--- src/rtl/fpga_config_loader.sv ---
// -----------------------------------------------------------------------------
// fpga_config_loader
// Streams configuration frames into the fabric. Each frame is accepted over a
// valid/ready handshake and written into one config row. Once the final frame
// is written and a settle delay has passed, the fabric flip-flops are enabled.
// After a second delay the loader reports ready.
//
// Ports
//   clock       single clock, rising edge
//   rst         synchronous active-low reset
//   start       1-cycle pulse: begin a load (IDLE) or restart one (READY/ERROR)
//   bs_data     frame data
//   bs_valid    frame data valid
//   bs_last     final frame marker, qualified by bs_valid
//   bs_ready    loader accepts a frame this cycle
//   configs_in  registered frame data to the fabric
//   configs_en  one-hot row write strobe, all 0 outside WRITE
//   ff_en       fabric flip-flop enable
//   rdy         configuration complete, fabric running
//   busy        load in progress (PRE..ENABLE)
//   err         frame count mismatch, sticky until start or reset
// -----------------------------------------------------------------------------
module fpga_config_loader #(
   parameter int DATA_W     = 320,
   parameter int NUM_FRAMES = 172,
   parameter int PRE_WAIT   = 10,
   parameter int POST_WAIT  = 10,
   parameter int RDY_DELAY  = 10
) (
   input  logic                  clock,
   input  logic                  rst,
   input  logic                  start,
   input  logic [DATA_W-1:0]     bs_data,
   input  logic                  bs_valid,
   input  logic                  bs_last,
   output logic                  bs_ready,
   output logic [DATA_W-1:0]     configs_in,
   output logic [NUM_FRAMES-1:0] configs_en,
   output logic                  ff_en,
   output logic                  rdy,
   output logic                  busy,
   output logic                  err
);

   localparam int IDX_W    = (NUM_FRAMES > 1) ? $clog2(NUM_FRAMES) : 1;
   localparam int WAIT_A   = (PRE_WAIT > POST_WAIT) ? PRE_WAIT : POST_WAIT;
   localparam int WAIT_MAX = (WAIT_A > RDY_DELAY) ? WAIT_A : RDY_DELAY;
   localparam int CNT_W    = $clog2(WAIT_MAX + 1);

   localparam logic [IDX_W-1:0] LAST_IDX  = IDX_W'(NUM_FRAMES - 1);
   localparam logic [CNT_W-1:0] PRE_END   = CNT_W'(PRE_WAIT - 1);
   localparam logic [CNT_W-1:0] POST_END  = CNT_W'(POST_WAIT - 1);
   localparam logic [CNT_W-1:0] RDY_END   = CNT_W'(RDY_DELAY - 1);

   localparam logic [3:0] S_IDLE   = 4'd0;
   localparam logic [3:0] S_PRE    = 4'd1;
   localparam logic [3:0] S_FETCH  = 4'd2;
   localparam logic [3:0] S_SETUP  = 4'd3;
   localparam logic [3:0] S_WRITE  = 4'd4;
   localparam logic [3:0] S_POST   = 4'd5;
   localparam logic [3:0] S_ENABLE = 4'd6;
   localparam logic [3:0] S_READY  = 4'd7;
   localparam logic [3:0] S_ERROR  = 4'd8;

   logic [3:0]            state_q, state_d;
   logic [IDX_W-1:0]      idx_q, idx_d;
   logic [CNT_W-1:0]      cnt_q, cnt_d;
   logic                  last_q, last_d;
   logic [DATA_W-1:0]     cin_q, cin_d;
   logic [NUM_FRAMES-1:0] en_q, en_d;
   logic                  ff_en_q, ff_en_d;
   logic                  rdy_q, rdy_d;
   logic                  err_q, err_d;
   logic                  bs_ready_q, bs_ready_d;
   logic                  busy_q, busy_d;
   logic [NUM_FRAMES-1:0] row_sel;

   // Row decoder on the next-state index, so the strobe is registered
   // together with the WRITE state it belongs to.
   generate
      for (genvar gi = 0; gi < NUM_FRAMES; gi++) begin : g_row
         assign row_sel[gi] = (idx_d == IDX_W'(gi));
      end
   endgenerate

   always_comb begin
      state_d = state_q;
      idx_d   = idx_q;
      cnt_d   = cnt_q;
      last_d  = last_q;
      cin_d   = cin_q;
      ff_en_d = ff_en_q;
      rdy_d   = rdy_q;
      err_d   = err_q;

      case (state_q)
         S_IDLE: begin
            if (start) begin
               state_d = S_PRE;
               idx_d   = '0;
               cnt_d   = '0;
            end
         end
         S_PRE: begin
            if (cnt_q == PRE_END) begin
               state_d = S_FETCH;
               cnt_d   = '0;
            end else begin
               cnt_d = cnt_q + CNT_W'(1);
            end
         end
         S_FETCH: begin
            // bs_ready_q is high exactly while in FETCH, so this is the handshake
            if (bs_valid && bs_ready_q) begin
               cin_d   = bs_data;
               last_d  = bs_last;
               state_d = S_SETUP;
            end
         end
         S_SETUP: state_d = S_WRITE;
         S_WRITE: begin
            if (idx_q == LAST_IDX && last_q) begin
               state_d = S_POST;
               cnt_d   = '0;
            end else if (idx_q < LAST_IDX && !last_q) begin
               idx_d   = idx_q + IDX_W'(1);
               state_d = S_FETCH;
            end else begin
               // Short or long stream: the row has already been written,
               // but the fabric is never enabled on a partial bitstream.
               state_d = S_ERROR;
               err_d   = 1'b1;
            end
         end
         S_POST: begin
            if (cnt_q == POST_END) begin
               state_d = S_ENABLE;
               ff_en_d = 1'b1;
               cnt_d   = '0;
            end else begin
               cnt_d = cnt_q + CNT_W'(1);
            end
         end
         S_ENABLE: begin
            if (cnt_q == RDY_END) begin
               state_d = S_READY;
               rdy_d   = 1'b1;
               cnt_d   = '0;
            end else begin
               cnt_d = cnt_q + CNT_W'(1);
            end
         end
         S_READY, S_ERROR: begin
            if (start) begin
               state_d = S_PRE;
               idx_d   = '0;
               cnt_d   = '0;
               ff_en_d = 1'b0;
               rdy_d   = 1'b0;
               err_d   = 1'b0;
            end
         end
         default: state_d = S_IDLE;
      endcase

      bs_ready_d = (state_d == S_FETCH);
      busy_d     = (state_d == S_PRE)   || (state_d == S_FETCH) ||
                   (state_d == S_SETUP) || (state_d == S_WRITE) ||
                   (state_d == S_POST)  || (state_d == S_ENABLE);
      en_d       = (state_d == S_WRITE) ? row_sel : '0;
   end

   always_ff @(posedge clock) begin
      if (!rst) begin
         state_q    <= S_IDLE;
         idx_q      <= '0;
         cnt_q      <= '0;
         last_q     <= 1'b0;
         cin_q      <= '0;
         en_q       <= '0;
         ff_en_q    <= 1'b0;
         rdy_q      <= 1'b0;
         err_q      <= 1'b0;
         bs_ready_q <= 1'b0;
         busy_q     <= 1'b0;
      end else begin
         state_q    <= state_d;
         idx_q      <= idx_d;
         cnt_q      <= cnt_d;
         last_q     <= last_d;
         cin_q      <= cin_d;
         en_q       <= en_d;
         ff_en_q    <= ff_en_d;
         rdy_q      <= rdy_d;
         err_q      <= err_d;
         bs_ready_q <= bs_ready_d;
         busy_q     <= busy_d;
      end
   end

   assign bs_ready   = bs_ready_q;
   assign configs_in = cin_q;
   assign configs_en = en_q;
   assign ff_en      = ff_en_q;
   assign rdy        = rdy_q;
   assign busy       = busy_q;
   assign err        = err_q;

endmodule

--- config.mk ---
export PLATFORM = sky130hd
export DESIGN_NAME = fpga_config_loader
export DESIGN_NICKNAME = d
export VERILOG_FILES = /design/src/rtl/fpga_config_loader.sv
export SDC_FILE = /design/constraint.sdc
export NUM_CORES = 1
export LEC_CHECK = 0
export ABC_CLOCK_PERIOD_IN_PS = 3400
export BUFFER_PORTS_ARGS = -buffer_cell sky130_fd_sc_hd__buf_4
export CAP_MARGIN = 0
export CORE_AREA = 8 8 313 315
export DETAILED_ROUTE_END_ITERATION = 10
export DIE_AREA = 0 0 321 323
export PLACE_DENSITY_LB_ADDON = 0.15
export SLEW_MARGIN = 20
export SYNTH_ARGS = -nofsm -noshare
export SYNTH_HDL_FRONTEND = slang
export SYNTH_SLANG_ARGS = --single-unit
--- constraint.sdc ---
create_clock -name clock -period 3.4 [get_ports clock]
set_clock_uncertainty 0.05 [all_clocks]
set_input_delay 0.68 -clock clock [delete_from_list [all_inputs] [get_ports clock]]
set_output_delay 0.68 -clock clock [all_outputs]
set_load 0.03 [all_outputs]
* Word level (Yosys, flattened, before mapping)
Cells that the tools add are included.
** Storage, ports and cells
- Input port bits :: 325
- Register bits after elaboration :: 514
** Operators by class
- $add $sub $neg :: 2
- Mux-type cells :: 23
- $lt $le $gt $ge :: 1
- Eq/ne operators :: 194
- Reductions and logical operators :: 24
** Operators with widths (count)
- $eq A8 B7 Y1 const B :: 64
- $eq A8 B8 Y1 const B :: 45
- $eq A8 B6 Y1 const B :: 32
- $eq A8 B5 Y1 const B :: 16
- $eq A8 B4 Y1 const B :: 8
- $mux W4 :: 10
- $eq A8 B3 Y1 const B :: 4
- $eq A4 B3 Y1 const B :: 7
- $pmux W4 S7 :: 1
- $mux W8 :: 3
- $eq A4 B2 Y1 const B :: 4
- $eq A8 B2 Y1 const B :: 2
- $pmux W8 S2 :: 1
- $ne A2 B2 Y1 const B :: 6
- $pmux W4 S3 :: 1
- $reduce_and A3 Y1 :: 3
- $add A8 B1 Y8 const B :: 1
- $eq A4 B1 Y1 const B :: 2
- $eq A4 B4 Y1 const B :: 2
- $eq A8 B1 Y1 const B :: 1
- $logic_not A8 Y1 :: 1
- $lt A8 B8 Y1 const B :: 1
- $pmux W1 S2 :: 3
- $reduce_bool A2 Y1 :: 3
- 12 further kinds :: 23

* Logic depth before layout (Yosys ltp)
Gate-level depths: netlist of the first run.
- Word-level depth :: 11
- Mapped depth :: 10
- Depth with buffers taken out :: 8

* Worst setup path before layout of the first run
No wires, ideal clock.
- Path kind :: input to register
- Start point :: input port start
- End point :: register en_q[123], in the netlist configs_en[123]
- Slack :: 0.956 ns
- Setup time :: 0.139 ns
- Data arrival time :: 2.255 ns
- Path buffers :: 2
- Data required time :: 3.211 ns
- Cell stages on the path :: 8
- Path through :: nand2b_1 a211oi_2 nor2_2 o22a_1 buf_2 nand2_1 clkbuf_1 nor3_1
** On the way
- Cells in the longest elaborated chain, start to end :: 4
- Elaborated cells on any way between the ends :: 7
** Ends and longest elaborated chain
- start: declaration :: line 32 : input logic start,
- $mux W4 :: line 98, 154
- $pmux W4 S7 :: line 96 : case (state_q)
- $eq A4 B3 Y1 :: line 170 : en_d = (state_d == S_WRITE) ? row_sel : '0;
- $reduce_and A2 Y1 (no source line)
- end signal: assignment :: line 192 : en_q <= en_d;
- end: declaration :: line 70 : logic [NUM_FRAMES-1:0] en_q, en_d;
Several ways; a longest one is shown, not always the timed one.
A chain may end at the register's enable or synchronous reset.

* Worst setup path in the final report of the first run
- Start point :: register idx_q[0]
- End point :: register en_q[167], in the netlist configs_en[167]
** On the way
- Cells in the longest elaborated chain, start to end :: 7
- Elaborated cells on any way between the ends :: 15
** Ends and longest elaborated chain
- start: declaration :: line 66 : logic [IDX_W-1:0] idx_q, idx_d;
- start signal: assignment :: line 188 : idx_q <= idx_d;
- $lt A8 B8 Y1 :: line 125 : end else if (idx_q < LAST_IDX && !last_q) begin
- $logic_and A1 B1 Y1 :: line 125
- $mux W4 :: line 125
- $mux W4 :: line 122 : if (idx_q == LAST_IDX && last_q) begin
- $pmux W4 S7 :: line 96
- $eq A4 B3 Y1 :: line 170
- $reduce_and A2 Y1 (no source line)
Several ways; a longest one is shown, not always the timed one.

==> results of run 1 <==
-- layout by cell type, fill, tap and decap left out, types with 3 or more instances in the layout --
cell,synthesis,final
nand2_1,658,658
clkbuf_8,0,12
nand4_1,10,10
ha_1,3,3
nor3_2,2,3
clkbuf_1,134,16
clkbuf_16,0,62
nor2_1,33,32
nand4_2,5,5
mux2i_1,3,3
nand2b_1,4,4
dfxtp_1,514,514
a211oi_1,6,6
o21ai_0,10,10
inv_1,8,7
nor3_1,165,164
diode_2,0,13
clkinv_2,0,5
buf_12,0,9
nor2b_1,4,4
or4_1,3,3
and2_1,3,3
bufinv_16,0,7
nand3_1,9,9
nor4_1,18,17
o211ai_1,6,6
o21ai_1,4,4
a21oi_1,328,328
buf_4,1,863
o211a_1,4,4
-- where the power goes --
group	internal (W)	switching, W
sequential	0.00603	0.00000247
clock	0.00413	0.00268
combinational	0.000262	0.000168
-- per-stage QoR --
step | util (%) | power, W | setup WS, ns | std cells
after CTS | 28.88 | 0.01349 | 0.5574 | 4077
final | 28.91 | 0.01327 | 0.5467 | 4090
after floorplan | - | 0.006257 | 0.9559 | 1999
after detailed placement | 26.63 | 0.006592 | 0.3538 | 3968
after global routing | 28.88 | 0.01379 | 0.1641 | 4079
after global placement | 26.63 | 0.006587 | 0.3436 | 3968
-- routing by layer --
layer	up-vias	routed length (microns)
met2	618	46520
met4	24	1878
met3	115	9477
met5	-	164
met1	8161	33650
li1	8224	-
-- final timing paths --
kind	from	end	slack, ns	depth (start not counted)
setup / recovery	idx_q[0]$_SDFF_PN0_	configs_en[167]$_SDFF_PN0_	0.55	7
setup reg to reg	idx_q[0]$_SDFF_PN0_	configs_en[167]$_SDFF_PN0_	0.55	7
hold / removal	bs_data[176]	configs_in[176]$_SDFFE_PN0P_	0.22	3
hold reg to reg	configs_in[99]$_SDFFE_PN0P_	configs_in[99]$_SDFFE_PN0P_	0.40	2
-- final cells by class --
| cell class | count | area, sq um | share of cell area [%] |
|---|---|---|---|
| diodes | 13 | 32.53 | 0.1213 |
| clock buffers | 90 | 1777 | 6.624 |
| clock inverters | 19 | 312.8 | 1.166 |
| inverters | 8 | 37.54 | 0.1399 |
| multi-input cells | 1320 | 6146 | 22.91 |
| flip-flops and latches | 514 | 10290 | 38.36 |
| well taps | 1254 | 1569 | 5.849 |
| repair buffers | 872 | 6659 | 24.83 |
-- state kept, by name, summed over array words and instances, names as in the netlist --
register,count
state_q,4
bs_ready,1
err,1
cnt_q,4
rdy,1
busy,1
ff_en,1
last_q,1
configs_in,320
configs_en,172
idx_q,8
-- worst max-delay path: cells and delay by family, from the launching register on --
| kind | cells | cell delay, ns |
|---|---|---|
| AND/OR/NAND/NOR | 2 | 0.64 |
| adder cells (fa/ha/maj) | 1 | 0.30 |
| AO/OA/AOI/OAI | 4 | 1.26 |
| flip-flops | 1 | 0.49 |
-- cell families (layout without fill, tap and decap cells) --
logic type / count (synthesis) / count (layout) / synth area share [%]
DFF: 514 / 514 / 60.33
AOI/OAI and AO/OA: 385 / 385 / 12.43
muxes: 3 / 3 / 0.1761
and+or+nand+nor: 929 / 929 / 23.06
other: 0 / 13 / 0
adders and majority gates: 3 / 3 / 0.2201
buffers and inverters: 165 / 989 / 3.785
==> out/results.txt, run 1 <==
Post-Route WL -> 91.69 mm
Cell area power density -> 494.7 mW/mm^2
Met2 Use GR -> 29.85%
Distinct cell type count after synthesis -> 63
Final nets -> 3,105
Synth area leader -> dfxtp_1
Detail-routed net length per standard cell -> 22.42 microns
Die area -> 0.1037 sq mm
Min cycle time layout -> 2.853 ns
GRT Util Overall -> 16.59%
H-tree depth -> 2
Final setup fails -> 0
Placed Area -> 0.02470 sq mm
Critical-path maximum fanout -> 11
Ys flop type -> dfxtp_1
Port Buffers -> 821
Vias per cell -> 4.191
Drt pass-1 iters -> 5
Gate Count Post-Synth -> 1,999
Grt total ovfl -> 0
CTS tree -> yes
DRT iter0 DRCs -> 1,132
Synth Warn # -> 0
DP HPWL -> 71.67 mm
Area grow syn2layout -> 57.26%
Crit-path cells -> ha_1, and4b_1, a21oi_1, o21bai_1, a32oi_1, o211ai_1, nor3_1
VDD IR-drop max -> 0.3749 mV
Worst Tran Pin Value -> 1.069 ns
Static Leakage -> 10.80 nW
Residual DRC -> 0
CP peak stage delay -> 0.52 ns
Hold_buf cts -> 0
Die X-Extent -> 321 microns
Total of max-cap violations -> 0
Synth async-reset ratio -> 0%
Clock slew at reported path FFs -> 0.06 ns
Share of layout cells above drive strength 1 -> 35.03%
Startpoint Class -> flip-flop
Fin Hold WS -> 0.2198 ns
Grt peak-use layer -> met2
Die height -> 323 microns
Slew margin rel. -> 28.71%
Avg Cell Area, Syn -> 8.532 sq um
Flops & latches, synth -> 514
Critical Path RT -> 3.87 ns
Antenna violations before repair -> 30
Post-synth EDFFs -> 0
Top cells by area, synth -> dfxtp_1 (60%), nand2_1 (14%), a21oi_1 (9.6%)
CTS Buf Count -> 61
Row count -> 112
Core outline area -> 0.09277 sq mm
Worst EP arrival -> 3.32 ns
Largest net degree at the start of global routing -> 191
Global-route wire length before repair -> 127.5 mm
ANT nets after route -> 0
Hold crit path type -> input pin to flip-flop
Starting Density -> 18.39%
Post-Syn Area -> 0.01706 sq mm
Sequential area share after synthesis -> 60.33%
Vias in the first global route -> 17.43k
Fillers -> 10.08k
Placer Congestion -> 0.8362
Total negative slack -> 0 ns
Crit. End Element -> flip-flop
Met3 GRT Util -> 7.973%
Crit-path slowest cell -> o211ai_1
Synth top cells by count -> nand2_1 (658), dfxtp_1 (514), a21oi_1 (328), nor3_1 (165), clkbuf_1 (134)
Crit path kind -> flip-flop to flip-flop
Max Transition Viols Final -> 0
Cts repair resizes -> 0
Post-synth top area share -> 60.33%
Via count -> 17.14k
Fmax -> 0.3505 GHz
Clock Tree Root -> clkbuf_16
Met1 usage -> 17.50%
Final Hold Violating Endpoints -> 0
Buffer count from post-CTS setup fixing -> 0
Top-count cell post-synth -> nand2_1
Worst skew pair latency -> 0.63 ns
Clk sinks -> 514
Tcrit/Tclk final -> 83.92%
IO Count -> 822
RSZ-0062 raised after global routing -> false
CTS Buffer Depth -> 3
Synthesized net count -> 2,327
Post-route cell area -> 0.02682 sq mm
Status -> completed
Power figures use the tool's default switching activity.
==> inputs of run 2 (changes only) <==
- ABC_AREA: unset -> 1
- ABC_CLOCK_PERIOD_IN_PS: 3400 -> 2500
- CORE_AREA: 8 8 313 315 -> 8 8 311 313
- DIE_AREA: 0 0 321 323 -> 0 0 319 321
- clock period: 3.4 -> 2.5 ns (I/O delays scaled with it)
==> run 2 against run 1 <==
Total power is 36% higher. Clock power increased by 31%. Synthesized area is 0.99% lower. Sequential power up 36%. Highest routed layer unchanged.
==> out/results.txt, run 2 <==
Status -> completed
Fmax -> 0.4191 GHz (+20%)
CTS Buffer Depth -> 3 (unchanged)
Largest net degree at the start of global routing -> 144 (-25%)
Detail-routed net length per standard cell -> 17.58 microns (-22%)
Synthesized net count -> 2,370 (+1.8%)
Clk sinks -> 514 (unchanged)
Internal power -> 0.01404 W (+35%)
Worst Tran Pin Value -> 0.9222 ns (-0.1472 ns)
Area grow syn2layout -> 74.54%
DP HPWL -> 56.86 mm (-21%)
Max Transition Viols Final -> 0 (unchanged)
Hold crit path type -> input pin to flip-flop
Worst EP arrival -> 2.90 ns (-0.42 ns)
Commonest non-fill, non-tap cell in the layout -> buf_4
Residual DRC -> 0 (unchanged)
Starting Density -> 18.31% (-0.071 points)
Die height -> 321 microns (-0.62%)
Placed Area -> 0.02433 sq mm (-1.5%)
Critical-path maximum fanout -> 11 (unchanged)
VDD IR-drop max -> 0.5401 mV (+44%)
Top cells by area, synth -> dfxtp_1 (61%), nor2_1 (19%), o21ai_0 (9.7%)
Sequential area share after synthesis -> 60.93% (+0.60 points)
Gate Count Post-Synth -> 2,042 (+2.2%)
Cell area power density -> 614.1 mW/mm^2 (+24%)
Most frequent cells in the layout -> buf_4 (846), nor2_1 (843), dfxtp_1 (514), o21ai_0 (327), dlygate4sd3_1 (309)
Final setup fails -> 0 (unchanged)
Distinct cell type count after synthesis -> 29 (-54%)
Crit. End Element -> flip-flop
DRT iter0 DRCs -> 848 (-25%)
Worst skew pair latency -> 0.63 ns (about the same)
Total negative slack -> 0 ns (unchanged)
Net Sw Frac -> 22.42% (+0.96 points)
Seq pwr share -> 45.3% (about the same)
Ys flop type -> dfxtp_1
Clock Tree Root -> clkbuf_16
Share of layout cells above drive strength 1 -> 32.03% (-3.0 points)
Min cycle time layout -> 2.386 ns (-0.4671 ns)
Slew margin rel. -> 38.52% (+9.8 points)
Startpoint Class -> flip-flop
CTS tree -> yes
Vias per cell -> 3.883 (-7.4%)
Synth async-reset ratio -> 0% (unchanged)
H-tree depth -> 2 (unchanged)
Comb power frac -> 5.4% (+2.2 points)
Final Hold Violating Endpoints -> 0 (unchanged)
Design Power -> 0.01810 W (+36%)
Crit path kind -> flip-flop to flip-flop
Synth area leader -> dfxtp_1
Max reg flops -> 320 (unchanged)
Die area -> 0.1024 sq mm (-1.2%)
GRT Util Overall -> 14.32% (-2.3 points)
Core outline area -> 0.09221 sq mm (-0.60%)
Post-Route WL -> 77.23 mm (-16%)
CTS Buf Count -> 61 (unchanged)
Drt pass-1 iters -> 6 (+1)
Avg Cell Area, Syn -> 8.270 sq um (-3.1%)
Synth top cells by count -> nor2_1 (844), dfxtp_1 (514), o21ai_0 (327), clkbuf_1 (103), nand2_1 (90)
Row count -> 112 (unchanged)
Via count -> 17.05k (-0.52%)
Tcrit/Tclk final -> 95.45% (+12 points)
Critical Path RT -> 3.02 ns (-0.85 ns)
Top-count cell post-synth -> nor2_1
Die X-Extent -> 319 microns (-0.62%)
RSZ-0062 raised after global routing -> true
Port Buffers -> 821 (unchanged)
ANT nets after route -> 0 (unchanged)
Static Leakage -> 13.88 nW (+29%)
Synth Warn # -> 0 (unchanged)
Flops & latches, synth -> 514 (unchanged)
Grt total ovfl -> 0 (unchanged)
Post-route cell area -> 0.02948 sq mm (+9.9%)
Clock slew at reported path FFs -> 0.06 ns (about the same)
Clk pwr share -> 49.3% (-2.0 points)
P_sw -> 0.004058 W (+43%)
Post-synth top area share -> 60.93% (+0.60 points)
IO Count -> 822 (unchanged)
Post-synth EDFFs -> 0 (unchanged)
Global-route wire length before repair -> 115.0 mm (-9.8%)
Vias in the first global route -> 18.29k (+4.9%)
Antenna violations before repair -> 8 (-73%)
Post-Syn Area -> 0.01689 sq mm (-0.99%)
Total of max-cap violations -> 0 (unchanged)
Placer Congestion -> 0.7896 (-5.6%)
Final nets -> 3,465 (+12%)
-- run 2: worst paths after layout --
check                                          from                      endpoint  slack, ns  cells past startpoint
worst max-delay path            idx_q[1]$_SDFF_PN0_     configs_en[41]$_SDFF_PN0_       0.11                     11
worst min-delay path                   bs_data[272]  configs_in[272]$_SDFFE_PN0P_       0.06                      3
worst max register to register  idx_q[1]$_SDFF_PN0_     configs_en[41]$_SDFF_PN0_       0.11                     11
worst min register to register     err$_SDFFE_PN0P_              err$_SDFFE_PN0P_       0.40                      2
-- run 2: kinds of logic after synthesis --
| family | Yosys count | share of synthesized area [%] |
|---|---|---|
| adders and majority gates | 3 | 0.2223 |
| and+or+nand+nor | 1007 | 23.86 |
| AOI/OAI and AO/OA | 345 | 10.38 |
| buffers and inverters | 171 | 4.497 |
| xor gates and xnor gates | 2 | 0.1037 |
| DFF | 514 | 60.93 |
-- run 2: worst max-delay path, stage by stage, from the launching register on --
cell	delay [ns]
dfxtp_1	0.41
ha_1	0.24
nand2_1	0.08
nand2_1	0.11
nand3_2	0.15
nand2_2	0.17
nand2_1	0.09
nand3_1	0.10
nand2_2	0.09
nor2_2	0.24
nand2_1	0.38
nor2_1	0.20
-- run 2: metal layers --
layer / routed length (microns) / GRT usage (%)
met3: 6537 / 5.523
met4: 3242 / 5.983
met2: 37710 / 25.29
met1: 29720 / 15.27
met5: 13 / 0
-- run 2: area by class of cell --
cell class / instances / area [sq um]
fill: 9782 / 62730
sequential: 514 / 10290
timing repair buffer: 1165 / 9638
multi-input combinational: 1357 / 5876
clock buffer: 86 / 1740
tap: 1197 / 1498
clock inverter: 28 / 264.0
inverter: 38 / 152.6
antenna: 7 / 17.52
-- run 2: what timing repair did --
item	4_1_cts	5_1_grt
resized for setup	0	13
setup endpoints to repair	0	97
setup buffers	0	0
hold endpoints to repair	309	0
hold buffers	309	0
-- run 2: power groups by stage --
stage / registers, W / clock network (W) / logic (W)
after floorplan: 0.00838 / 0 / 0.000116
after global placement: 0.00839 / 0 / 0.000552
after detailed placement: 0.00839 / 0 / 0.000556
after CTS: 0.00820 / 0.00926 / 0.000985
after global routing: 0.00820 / 0.00956 / 0.00105
final: 0.00821 / 0.00892 / 0.000976
-- run 2: stage by stage --
stage               setup slack, ns  hold slack [ns]  util [%]  std cells
detailed placement           0.1436           0.3990     26.38       3962
finish                       0.1138          0.06318     31.97       4392
global route                -0.1813          0.02139     31.96       4391
floorplan                    0.6092           0.4160         -       2042
CTS                          0.1093        0.0002368     31.91       4385
global placement             0.1448           0.3952     26.38       3962
